<file path="config.mk">
export PLATFORM = sky130hd
export DESIGN_NAME = icmp_echo_responder
export DESIGN_NICKNAME = d
export VERILOG_FILES = /design/src/rtl/icmp_echo_responder.sv
export SDC_FILE = /design/constraint.sdc
export NUM_CORES = 2
export LEC_CHECK = 0
export BUFFER_PORTS_ARGS = -buffer_cell sky130_fd_sc_hd__buf_4
export CORE_MARGIN = 5
export CORE_UTILIZATION = 40
export DETAILED_ROUTE_END_ITERATION = 8
export GPL_TIMING_DRIVEN = 0
export HOLD_SLACK_MARGIN = 0.02
export SLEW_MARGIN = 25
export SYNTH_ARGS = -nofsm -noshare
export SYNTH_HDL_FRONTEND = slang
export SYNTH_SLANG_ARGS = --single-unit
</file>
<file path="constraint.sdc">
create_clock -name axis_aclk -period 7.57 [get_ports axis_aclk]
set_input_delay 0.757 -clock axis_aclk [delete_from_list [all_inputs] [get_ports axis_aclk]]
set_output_delay 0.757 -clock axis_aclk [all_outputs]
set_load 0.01 [all_outputs]
</file>
<file path="src/rtl/icmp_echo_responder.sv">
// ICMP echo responder for a 256-bit AXI4-Stream datapath: IPv4 echo requests are reflected as
// echo replies (MAC/IP swap, type 8->0, incremental checksum); everything else passes bit-exact.

module fallthrough_small_fifo #(
  parameter int WIDTH          = 72,
  parameter int MAX_DEPTH_BITS = 2
) (
  input  logic             clk,
  input  logic             rst_n,
  input  logic [WIDTH-1:0] din,
  input  logic             wr_en,
  input  logic             rd_en,
  output logic [WIDTH-1:0] dout,
  output logic             nearly_full,
  output logic             empty
);
  localparam int DEPTH = 1 << MAX_DEPTH_BITS;
  localparam logic [MAX_DEPTH_BITS:0] DEPTH_C = DEPTH[MAX_DEPTH_BITS:0];
  localparam logic [MAX_DEPTH_BITS:0] NEAR_C  = DEPTH_C - {{MAX_DEPTH_BITS{1'b0}}, 1'b1};

  logic [WIDTH-1:0]          mem_r [DEPTH];
  logic [MAX_DEPTH_BITS-1:0] wr_ptr_r;
  logic [MAX_DEPTH_BITS-1:0] rd_ptr_r;
  logic [MAX_DEPTH_BITS:0]   count_r;
  logic                      do_wr_s;
  logic                      do_rd_s;

  assign empty       = (count_r == '0);
  assign nearly_full = (count_r >= NEAR_C);
  assign do_wr_s     = wr_en && (count_r != DEPTH_C);
  assign do_rd_s     = rd_en && !empty;
  assign dout        = mem_r[rd_ptr_r];

  // Storage, pointers and occupancy; the head entry is visible on dout without a read.
  always_ff @(posedge clk or negedge rst_n) begin
    if (!rst_n) begin
      for (int i = 0; i < DEPTH; i++) begin
        mem_r[i] <= '0;
      end
      wr_ptr_r <= '0;
      rd_ptr_r <= '0;
      count_r  <= '0;
    end else begin
      if (do_wr_s) begin
        mem_r[wr_ptr_r] <= din;
        wr_ptr_r        <= wr_ptr_r + 1'b1;
      end
      if (do_rd_s) begin
        rd_ptr_r <= rd_ptr_r + 1'b1;
      end
      case ({do_wr_s, do_rd_s})
        2'b10:   count_r <= count_r + 1'b1;
        2'b01:   count_r <= count_r - 1'b1;
        default: count_r <= count_r;
      endcase
    end
  end
endmodule

module icmp_echo_responder #(
  parameter int C_M_AXIS_DATA_WIDTH  = 256,
  parameter int C_S_AXIS_DATA_WIDTH  = 256,
  parameter int C_M_AXIS_TUSER_WIDTH = 128,
  parameter int C_S_AXIS_TUSER_WIDTH = 128,
  parameter int SRC_PORT_POS         = 16,
  parameter int DST_PORT_POS         = 24
) (
  input  logic                                 axis_aclk,
  input  logic                                 axis_resetn,
  input  logic [C_S_AXIS_DATA_WIDTH-1:0]       s_axis_tdata,
  input  logic [C_S_AXIS_DATA_WIDTH/8-1:0]     s_axis_tkeep,
  input  logic [C_S_AXIS_TUSER_WIDTH-1:0]      s_axis_tuser,
  input  logic                                 s_axis_tvalid,
  input  logic                                 s_axis_tlast,
  output logic                                 s_axis_tready,
  output logic [C_M_AXIS_DATA_WIDTH-1:0]       m_axis_tdata,
  output logic [C_M_AXIS_DATA_WIDTH/8-1:0]     m_axis_tkeep,
  output logic [C_M_AXIS_TUSER_WIDTH-1:0]      m_axis_tuser,
  output logic                                 m_axis_tvalid,
  output logic                                 m_axis_tlast,
  input  logic                                 m_axis_tready,
  output logic [31:0]                          reply_count,
  output logic [31:0]                          bypass_count
);
  localparam int DW = C_S_AXIS_DATA_WIDTH;
  localparam int KW = DW / 8;
  localparam int UW = C_S_AXIS_TUSER_WIDTH;
  localparam int FW = DW + KW + UW + 1;

  typedef enum logic [2:0] {HEAD0, HEAD1, OUT0, OUT1, BODY} state_t;

  // Ones-complement incremental update for the type byte dropping from 0x08 to 0x00.
  function automatic logic [15:0] icmp_csum_adjust(input logic [15:0] c);
    logic [16:0] s;
    s = {1'b0, c} + 17'h00800;
    return s[15:0] + {15'h0000, s[16]};
  endfunction

  function automatic logic icmp_echo_match(input logic [DW-1:0] b0, input logic [DW-1:0] b1,
                                           input logic [7:0] src_port);
    return (b0[103:96] == 8'h08) && (b0[111:104] == 8'h00) && (b0[119:112] == 8'h45) &&
           ((b0[167:160] & 8'h3F) == 8'h00) && (b0[175:168] == 8'h00) &&
           (b0[191:184] == 8'h01) && (b1[23:16] == 8'h08) && (b1[31:24] == 8'h00) &&
           (src_port != 8'h00);
  endfunction

  logic [FW-1:0] fifo_din_s;
  logic [FW-1:0] fifo_dout_s;
  logic          fifo_empty_s;
  logic          fifo_nearly_full_s;
  logic          fifo_rd_s;
  logic [DW-1:0] fifo_data_s;
  logic [KW-1:0] fifo_keep_s;
  logic [UW-1:0] fifo_user_s;
  logic          fifo_last_s;

  state_t        state_r;
  logic [DW-1:0] out0_data_r;
  logic [KW-1:0] out0_keep_r;
  logic [UW-1:0] out0_user_r;
  logic          out0_last_r;
  logic [DW-1:0] out1_data_r;
  logic [KW-1:0] out1_keep_r;
  logic [UW-1:0] out1_user_r;
  logic          out1_last_r;
  logic          matched_r;
  logic [31:0]   reply_count_r;
  logic [31:0]   bypass_count_r;

  logic          is_match_s;
  logic [DW-1:0] rew0_data_s;
  logic [UW-1:0] rew0_user_s;
  logic [DW-1:0] rew1_data_s;
  logic [UW-1:0] rew1_user_s;
  logic [15:0]   csum_new_s;

  assign fifo_din_s = {s_axis_tlast, s_axis_tuser, s_axis_tkeep, s_axis_tdata};
  assign {fifo_last_s, fifo_user_s, fifo_keep_s, fifo_data_s} = fifo_dout_s;
  assign s_axis_tready = !fifo_nearly_full_s;
  assign reply_count   = reply_count_r;
  assign bypass_count  = bypass_count_r;

  fallthrough_small_fifo #(
    .WIDTH          (FW),
    .MAX_DEPTH_BITS (2)
  ) u_in_fifo (
    .clk         (axis_aclk),
    .rst_n       (axis_resetn),
    .din         (fifo_din_s),
    .wr_en       (s_axis_tvalid & s_axis_tready),
    .rd_en       (fifo_rd_s),
    .dout        (fifo_dout_s),
    .nearly_full (fifo_nearly_full_s),
    .empty       (fifo_empty_s)
  );

  // Reply image of both header beats, built while beat 1 sits at the FIFO head and beat 0
  // is already staged; the IP swap needs bytes from both beats.
  always_comb begin
    is_match_s  = icmp_echo_match(out0_data_r, fifo_data_s, out0_user_r[SRC_PORT_POS +: 8]);
    csum_new_s  = icmp_csum_adjust({fifo_data_s[39:32], fifo_data_s[47:40]});
    rew0_data_s = out0_data_r;
    rew0_data_s[47:0]    = out0_data_r[95:48];
    rew0_data_s[95:48]   = out0_data_r[47:0];
    rew0_data_s[223:208] = out0_data_r[255:240];
    rew0_data_s[239:224] = fifo_data_s[15:0];
    rew0_data_s[255:240] = out0_data_r[223:208];
    rew1_data_s = fifo_data_s;
    rew1_data_s[15:0]  = out0_data_r[239:224];
    rew1_data_s[23:16] = 8'h00;
    rew1_data_s[39:32] = csum_new_s[15:8];
    rew1_data_s[47:40] = csum_new_s[7:0];
    rew0_user_s = out0_user_r;
    rew0_user_s[DST_PORT_POS +: 8] = out0_user_r[SRC_PORT_POS +: 8];
    rew1_user_s = fifo_user_s;
    rew1_user_s[DST_PORT_POS +: 8] = fifo_user_s[SRC_PORT_POS +: 8];
  end

  // FIFO pops happen only while staging headers or streaming the body.
  always_comb begin
    fifo_rd_s = 1'b0;
    case (state_r)
      HEAD0, HEAD1: fifo_rd_s = !fifo_empty_s;
      BODY:         fifo_rd_s = !fifo_empty_s && m_axis_tready;
      default:      fifo_rd_s = 1'b0;
    endcase
  end

  // Header staging / emission sequencer and packet counters.
  always_ff @(posedge axis_aclk or negedge axis_resetn) begin
    if (!axis_resetn) begin
      state_r        <= HEAD0;
      out0_data_r    <= '0;
      out0_keep_r    <= '0;
      out0_user_r    <= '0;
      out0_last_r    <= 1'b0;
      out1_data_r    <= '0;
      out1_keep_r    <= '0;
      out1_user_r    <= '0;
      out1_last_r    <= 1'b0;
      matched_r      <= 1'b0;
      reply_count_r  <= 32'h0000_0000;
      bypass_count_r <= 32'h0000_0000;
    end else begin
      case (state_r)
        HEAD0: begin
          if (!fifo_empty_s) begin
            out0_data_r <= fifo_data_s;
            out0_keep_r <= fifo_keep_s;
            out0_user_r <= fifo_user_s;
            out0_last_r <= fifo_last_s;
            matched_r   <= 1'b0;
            state_r     <= fifo_last_s ? OUT0 : HEAD1;
          end
        end
        HEAD1: begin
          if (!fifo_empty_s) begin
            matched_r   <= is_match_s;
            out1_keep_r <= fifo_keep_s;
            out1_last_r <= fifo_last_s;
            if (is_match_s) begin
              out0_data_r <= rew0_data_s;
              out0_user_r <= rew0_user_s;
              out1_data_r <= rew1_data_s;
              out1_user_r <= rew1_user_s;
            end else begin
              out1_data_r <= fifo_data_s;
              out1_user_r <= fifo_user_s;
            end
            state_r <= OUT0;
          end
        end
        OUT0: begin
          if (m_axis_tready) begin
            if (out0_last_r) begin
              bypass_count_r <= bypass_count_r + 32'd1;
              state_r        <= HEAD0;
            end else begin
              state_r <= OUT1;
            end
          end
        end
        OUT1: begin
          if (m_axis_tready) begin
            if (matched_r) begin
              reply_count_r <= reply_count_r + 32'd1;
            end else begin
              bypass_count_r <= bypass_count_r + 32'd1;
            end
            state_r <= out1_last_r ? HEAD0 : BODY;
          end
        end
        BODY: begin
          if (!fifo_empty_s && m_axis_tready && fifo_last_s) begin
            state_r <= HEAD0;
          end
        end
        default: state_r <= HEAD0;
      endcase
    end
  end

  // Egress mux: staged header beats, then the FIFO head streamed straight through.
  always_comb begin
    m_axis_tvalid = 1'b0;
    m_axis_tdata  = '0;
    m_axis_tkeep  = '0;
    m_axis_tuser  = '0;
    m_axis_tlast  = 1'b0;
    case (state_r)
      OUT0: begin
        m_axis_tvalid = 1'b1;
        m_axis_tdata  = out0_data_r;
        m_axis_tkeep  = out0_keep_r;
        m_axis_tuser  = out0_user_r;
        m_axis_tlast  = out0_last_r;
      end
      OUT1: begin
        m_axis_tvalid = 1'b1;
        m_axis_tdata  = out1_data_r;
        m_axis_tkeep  = out1_keep_r;
        m_axis_tuser  = out1_user_r;
        m_axis_tlast  = out1_last_r;
      end
      BODY: begin
        m_axis_tvalid = !fifo_empty_s;
        m_axis_tdata  = fifo_data_s;
        m_axis_tkeep  = fifo_keep_s;
        m_axis_tuser  = fifo_user_s;
        m_axis_tlast  = fifo_last_s;
      end
      default: begin
        m_axis_tvalid = 1'b0;
      end
    endcase
  end
endmodule

</file>
Word-level counts from Yosys, hierarchy flattened. Cells that the tools add are included.

Add/sub/neg operators: 8. Equality and inequality tests: 19. $lt $le $gt $ge: 4. Reductions and logical operators: 35. Multiplexer cells: 40. Bitwise logic cells: 5.

Operators with widths (number): bitwise mux 1668 bit (1); two-way mux 417 bit (3); binary-select mux 417 bit (select 2 bit) (1); demux 417 bit (select 2 bit) (1); two-way mux 256 bit (3); case mux 256 bit (3 select lines) (1); case mux 256 bit (2 select lines) (1); case mux 128 bit (3 select lines) (1); case mux 128 bit (2 select lines) (1); two-way mux 32 bit (7); two-way mux 128 bit (1); case mux 32 bit (3 select lines) (1); adder 32 x 1 -> 32 bit (second input constant) (2); case mux 32 bit (2 select lines) (1); two-way mux 48 bit (1); zero test 8 bit (4); two-way mux 3 bit (6); adder 16 x 12 -> 17 bit (second input constant) (1); adder 16 x 1 -> 16 bit (1); == test 8 x 4 -> 1 bit (second input constant) (2); inequality test 2 bit (second input constant) (8); case mux 3 bit (5 select lines) (1); logical AND 1 bit (13); AND reduction 5 bit (2); other kinds (30) (47).

Output and inout port bits: 483. Bits in registers: 2577. Word-level logic and storage cells: 132. Bits of input ports: 421.

Logic depth before layout (Yosys ltp).
Word-level depth: 12. Gate-level depth with buffers: 15. Depth with buffers taken out: 11.

Cells and area by module. A second synthesis with hierarchy kept.

Cell total of the unflattened synthesis: 8871. Area, all modules: 115448.2 um^2.

By module, submodules not included: fallthrough_small_fifo (area each 71715.0 um^2, sequential area each 41915.2 um^2, times used 1, cells an instance 4071); icmp_echo_responder (area each 43733.2 um^2, sequential area each 22571.6 um^2, times used 1, cells an instance 4800).

Least setup slack after synthesis. No wires, ideal clock.

Path kind: reg-to-reg. Start: register u_in_fifo.rd_ptr_r[0]. End: register out1_data_r[39]. Arrival time: 3.196 ns. Data required time: 7.441 ns. Buffers on the path: 5. Period minus slack after synthesis: 3.326 ns. Stages on the path, launching flop included: 15. Slack: 4.244 ns. Setup time: 0.129 ns. Cell sequence: dfrtp_1 -> buf_4 -> buf_6 -> buf_6 -> clkbuf_1 -> buf_2 -> mux4_2 -> and3_1 -> ha_1 -> nand3_1 -> nor4_2 -> a31oi_1 -> nor4_1 -> xnor2_1 -> o21ai_1.

Longest elaborated chain between the ends: 9. Elaborated cells on any way between the ends: 12. Those cells by class: add/sub (2); eq/ne (1); mux (4); bitwise (1); reduce/logical (4).

Ends and longest elaborated chain: from (decl) (line 23) `logic [MAX_DEPTH_BITS-1:0] rd_ptr_r;`; from (signal assigned) (line 49) `rd_ptr_r <= rd_ptr_r + 1'b1;`; NOT 2 -> 3 bit (not written as such) (*) (line 32) `assign dout = mem_r[rd_ptr_r];`; binary-select mux 417 bit (select 2 bit) (*) (line 32); two-way mux 417 bit (not written as such) (*) (2 in series) (line 32); parallel branches: the longest is 4 deep, another holds adder 16 x 12 -> 17 bit; two-way mux 48 bit (*) (line 221) `if (is_match_s) begin`; to (signal assigned) (line 224) `out1_data_r <= rew1_data_s;`; to (signal assigned) (line 227) `out1_data_r <= fifo_data_s;`; to (decl) (line 122) `logic [DW-1:0] out1_data_r;`.

Mark *: on every way between the ends. The select of a mux whose other input is x is not followed. A chain may end at the register's enable or synchronous reset.

Worst setup path after layout.
Start: register u_in_fifo.rd_ptr_r[1]. End: output m_axis_tdata[89].

Longest elaborated chain between the ends: 5.

Ends and longest elaborated chain: NOT 2 -> 3 bit (not written as such) (line 32); binary-select mux 417 bit (select 2 bit) (line 32); two-way mux 417 bit (not written as such) (2 in series) (line 32); case mux 256 bit (3 select lines) (line 270) `case (state_r)`; to (decl) (line 76) `output logic [C_M_AXIS_DATA_WIDTH-1:0] m_axis_tdata,`.

No other way between the ends. The select of a mux whose other input is x is not followed.

==> qor.csv <==
metric;value;unit
synthesized cell area;116000;um2
Final ANT Viol Nets;0;
post-synthesis cell type count;45;
worst skew pair latency;0.91;ns
CP max FO;10;
largest family of logic cells by synthesized area;multiplexers;
Overall Power;69.3;mW
Area growth, synth to finish;20.0;%
syn_nets;9221;
die area;300000;um2
worst slew margin relative to its limit;24.1;%
Post-DP HPWL;296;mm
post-place instance area;129000;um2
syn_area_per_cell;13.2;um2
min Tclk post-route;6.33;ns
CP Launch Type;register;
routed vias;78400;
initial antenna violation count;148;
number of global-route vias before repair;81900;
proportion of synthesized area in mux cells;32.1;%
multi-input logic area;48800;um2
CP Capture Type;primary output;
Syn Inst Count;8788;
Synth Area in Compound Gates;2.76;%
Filler cells;25300;
final instance area;139000;um2
vias per std cell;5.54;
Sum Neg Setup Slack;0;ns
CTS Buf Count;298;
fin nets;10500;
Top Ports;904;
Final Hold Vio Count;0;
worst hold path type;in -> reg;
DRT Wirelength;399;mm
# rows;197;
Sequential cell area;64500;um2
Starting DRT DRC Count;6763;
Post-synth ARST share;100;%
Post-CTS Setup Inserts;0;
post-synthesis xor/xnor area fraction;0.628;%
worst slew pin tran;1.13;ns
FF+latch count, synth;2577;
RSZ-0062 raised after global routing;no;
clock buffer depth;4;
WP data required;6.81;ns
Die X;548;um
CTS H-Tree Depth;5;
Hold Slack;0.100;ns
remaining design rule violation count;0;
outcome;complete, no violations;
P_leak;62.4;nW
maximum VDD drop;0.253;mV
Core Footprint;288000;um2
yosys warns;0;
most common cell after layout, fill and taps aside;dfrtp_1;
number of flops mapped to enable cells by yosys;0;
DR pass1 iterations;5;
clk slew on worst S/H paths;0.06;ns
Vert. Die Dim;548;um
wire per inst;28.2;um
Total Routing Usage GR;26.0;%
Setup Skew;0.0610;ns
Final setup viols;0;
ys flop type;dfrtp_1;
Synth Area in Adders;0.136;%
Slew Viols, Final;0;
MaxCap Viol Count;0;
GRT Residual Overflow;0;
WS Path Type;reg -> out;
CTS tree;yes;
PwrDens;500;nW/um2
first-pass GRT wire length;577;mm
Fmax;158;MHz
PortBufs;903;
TritonCTS Sinks;2577;
Root Buffer;clkbuf_16;
Starting Density;40.2;%
post-synthesis sequential area ratio;55.7;%
most frequent cells in the layout;dfrtp_1, mux2_2, nand2_1;
layout cells sized above 1;38.4;%
critical path arrival;5.57;ns
largest net degree at the start of global routing;147;
simple logic cell fraction of the synthesized area;6.49;%
final RePlAce weighted congestion;0.865;
Final Cycle Share;83.6;%
==> what timing repair did <==
action / in CTS / in global routing
endpoints found under the hold margin: 59 / 0
resized for setup: 0 / 0
hold buffers: 1 / 0
==> cells by family (layout without fill, tap and decap cells) <==
group,count (synthesis),in the layout
other,0,88
DFF,2577,2577
adders and majority gates,12,12
buffers and inverters,614,2088
xor gates and xnor gates,83,83
muxes,2950,2950
AOI/OAI and AO/OA,630,630
and+or+nand+nor,1922,1922
==> registers in the layout, summed over array words and instances (netlist names), 2 cells and up <==
name and cells:
u_in_fifo.mem_r 1668, out0_data_r 256, out1_data_r 256, out0_user_r 128, out1_user_r 128, bypass_count 32
out0_keep_r 32, out1_keep_r 32, reply_count 32, state_r 3, u_in_fifo.count_r 3, u_in_fifo.rd_ptr_r 2
u_in_fifo.wr_ptr_r 2
==> through the flow <==
| step | util, % | instances | setup slack [ns] |
|---|---|---|---|
| finish | 48.2 | 14100 | 1.24 |
| global route | 48.1 | 14100 | 1.12 |
| CTS | 48.1 | 14000 | 1.03 |
| detailed placement | 44.7 | 13500 | 2.00 |
| global placement | 44.2 | 13500 | -25.84 |
| floorplan | - | 8788 | 4.24 |
==> layer usage <==
metal	track usage, %	share of wire, %	vias up
met3	6.98	7.8	755
met2	39.5	45	2668
met4	13.6	5.7	60
met5	0	0.092	-
met1	34.3	41	41100
li1	-	-	33700
==> layout make-up <==
| cell class | instances | area share (%) |
|---|---|---|
| diodes | 88 | 0.159 |
| plain buffers | 597 | 1.80 |
| clock buffers | 414 | 6.11 |
| clock inverters | 102 | 0.995 |
| inverters | 17 | 0.0460 |
| multi-input cells | 5597 | 35.2 |
| flip-flops and latches | 2577 | 46.5 |
| well taps | 3781 | 3.41 |
| repair buffers | 958 | 5.87 |
==> power breakdown <==
part,internal (mW),switching (mW)
Combinational,14.0,16.6
Sequential,20.5,3.56
Clock,8.65,5.98
Total,43.2,26.2
==> critical path, cell delays in order, from the launching register on <==
cell and delay, ns:
dfrtp_1 0.48, buf_1 0.79, clkbuf_2 0.63, clkbuf_4 0.65
clkbuf_1 0.85, mux4_2 0.52, nand2_1 0.11, o21ai_0 0.33
buf_4 0.29
==> Yosys cell counts, types with 2 or more instances <==
cell,count,area (um2)
clkbuf_1,478,1790
nor4_2,2,25.0
or3_1,3,18.8
a21oi_1,157,786
dfrtp_1,2577,64500
and2_1,4,25.0
buf_4,13,97.6
nor3_1,11,55.1
buf_6,3,33.8
mux4_2,417,9390
and4_1,4,35.0
nor2b_1,2,12.5
and3_1,13,81.3
mux2_2,1936,21800
o21ai_1,5,25.0
or4_1,2,15.0
xnor2_1,61,534
a31oi_1,2,12.5
mux2i_1,597,5980
buf_2,66,330
nand2b_1,4,25.0
nor2_1,178,668
o21ai_0,460,2300
nand2_1,1626,6100
inv_1,17,63.8
nor4_1,18,113
ha_1,11,138
nand4_1,16,100
buf_1,37,139
nor3b_1,2,15.0
xor2_1,22,193
nor4b_1,4,35.0
nand3_1,28,140
==> path summary, 6_finish.rpt <==
path                                       start              endpoint  slack (ns)  cells past startpoint
max                        u_in_fifo.rd_ptr_r[1]      m_axis_tdata[89]        1.24                      8
min                            s_axis_tdata[211]  u_in_fifo.mem_r[628]        0.10                      2
max reg2reg                u_in_fifo.rd_ptr_r[1]       out1_data_r[39]        2.48                     12
min reg2reg                     out1_data_r[221]      out1_data_r[221]        0.47                      2
max in group asynchronous            axis_resetn       out1_keep_r[10]        2.72                      9
min in group asynchronous            axis_resetn      bypass_count[22]        0.40                      2
(Power assumes the default switching activity.)
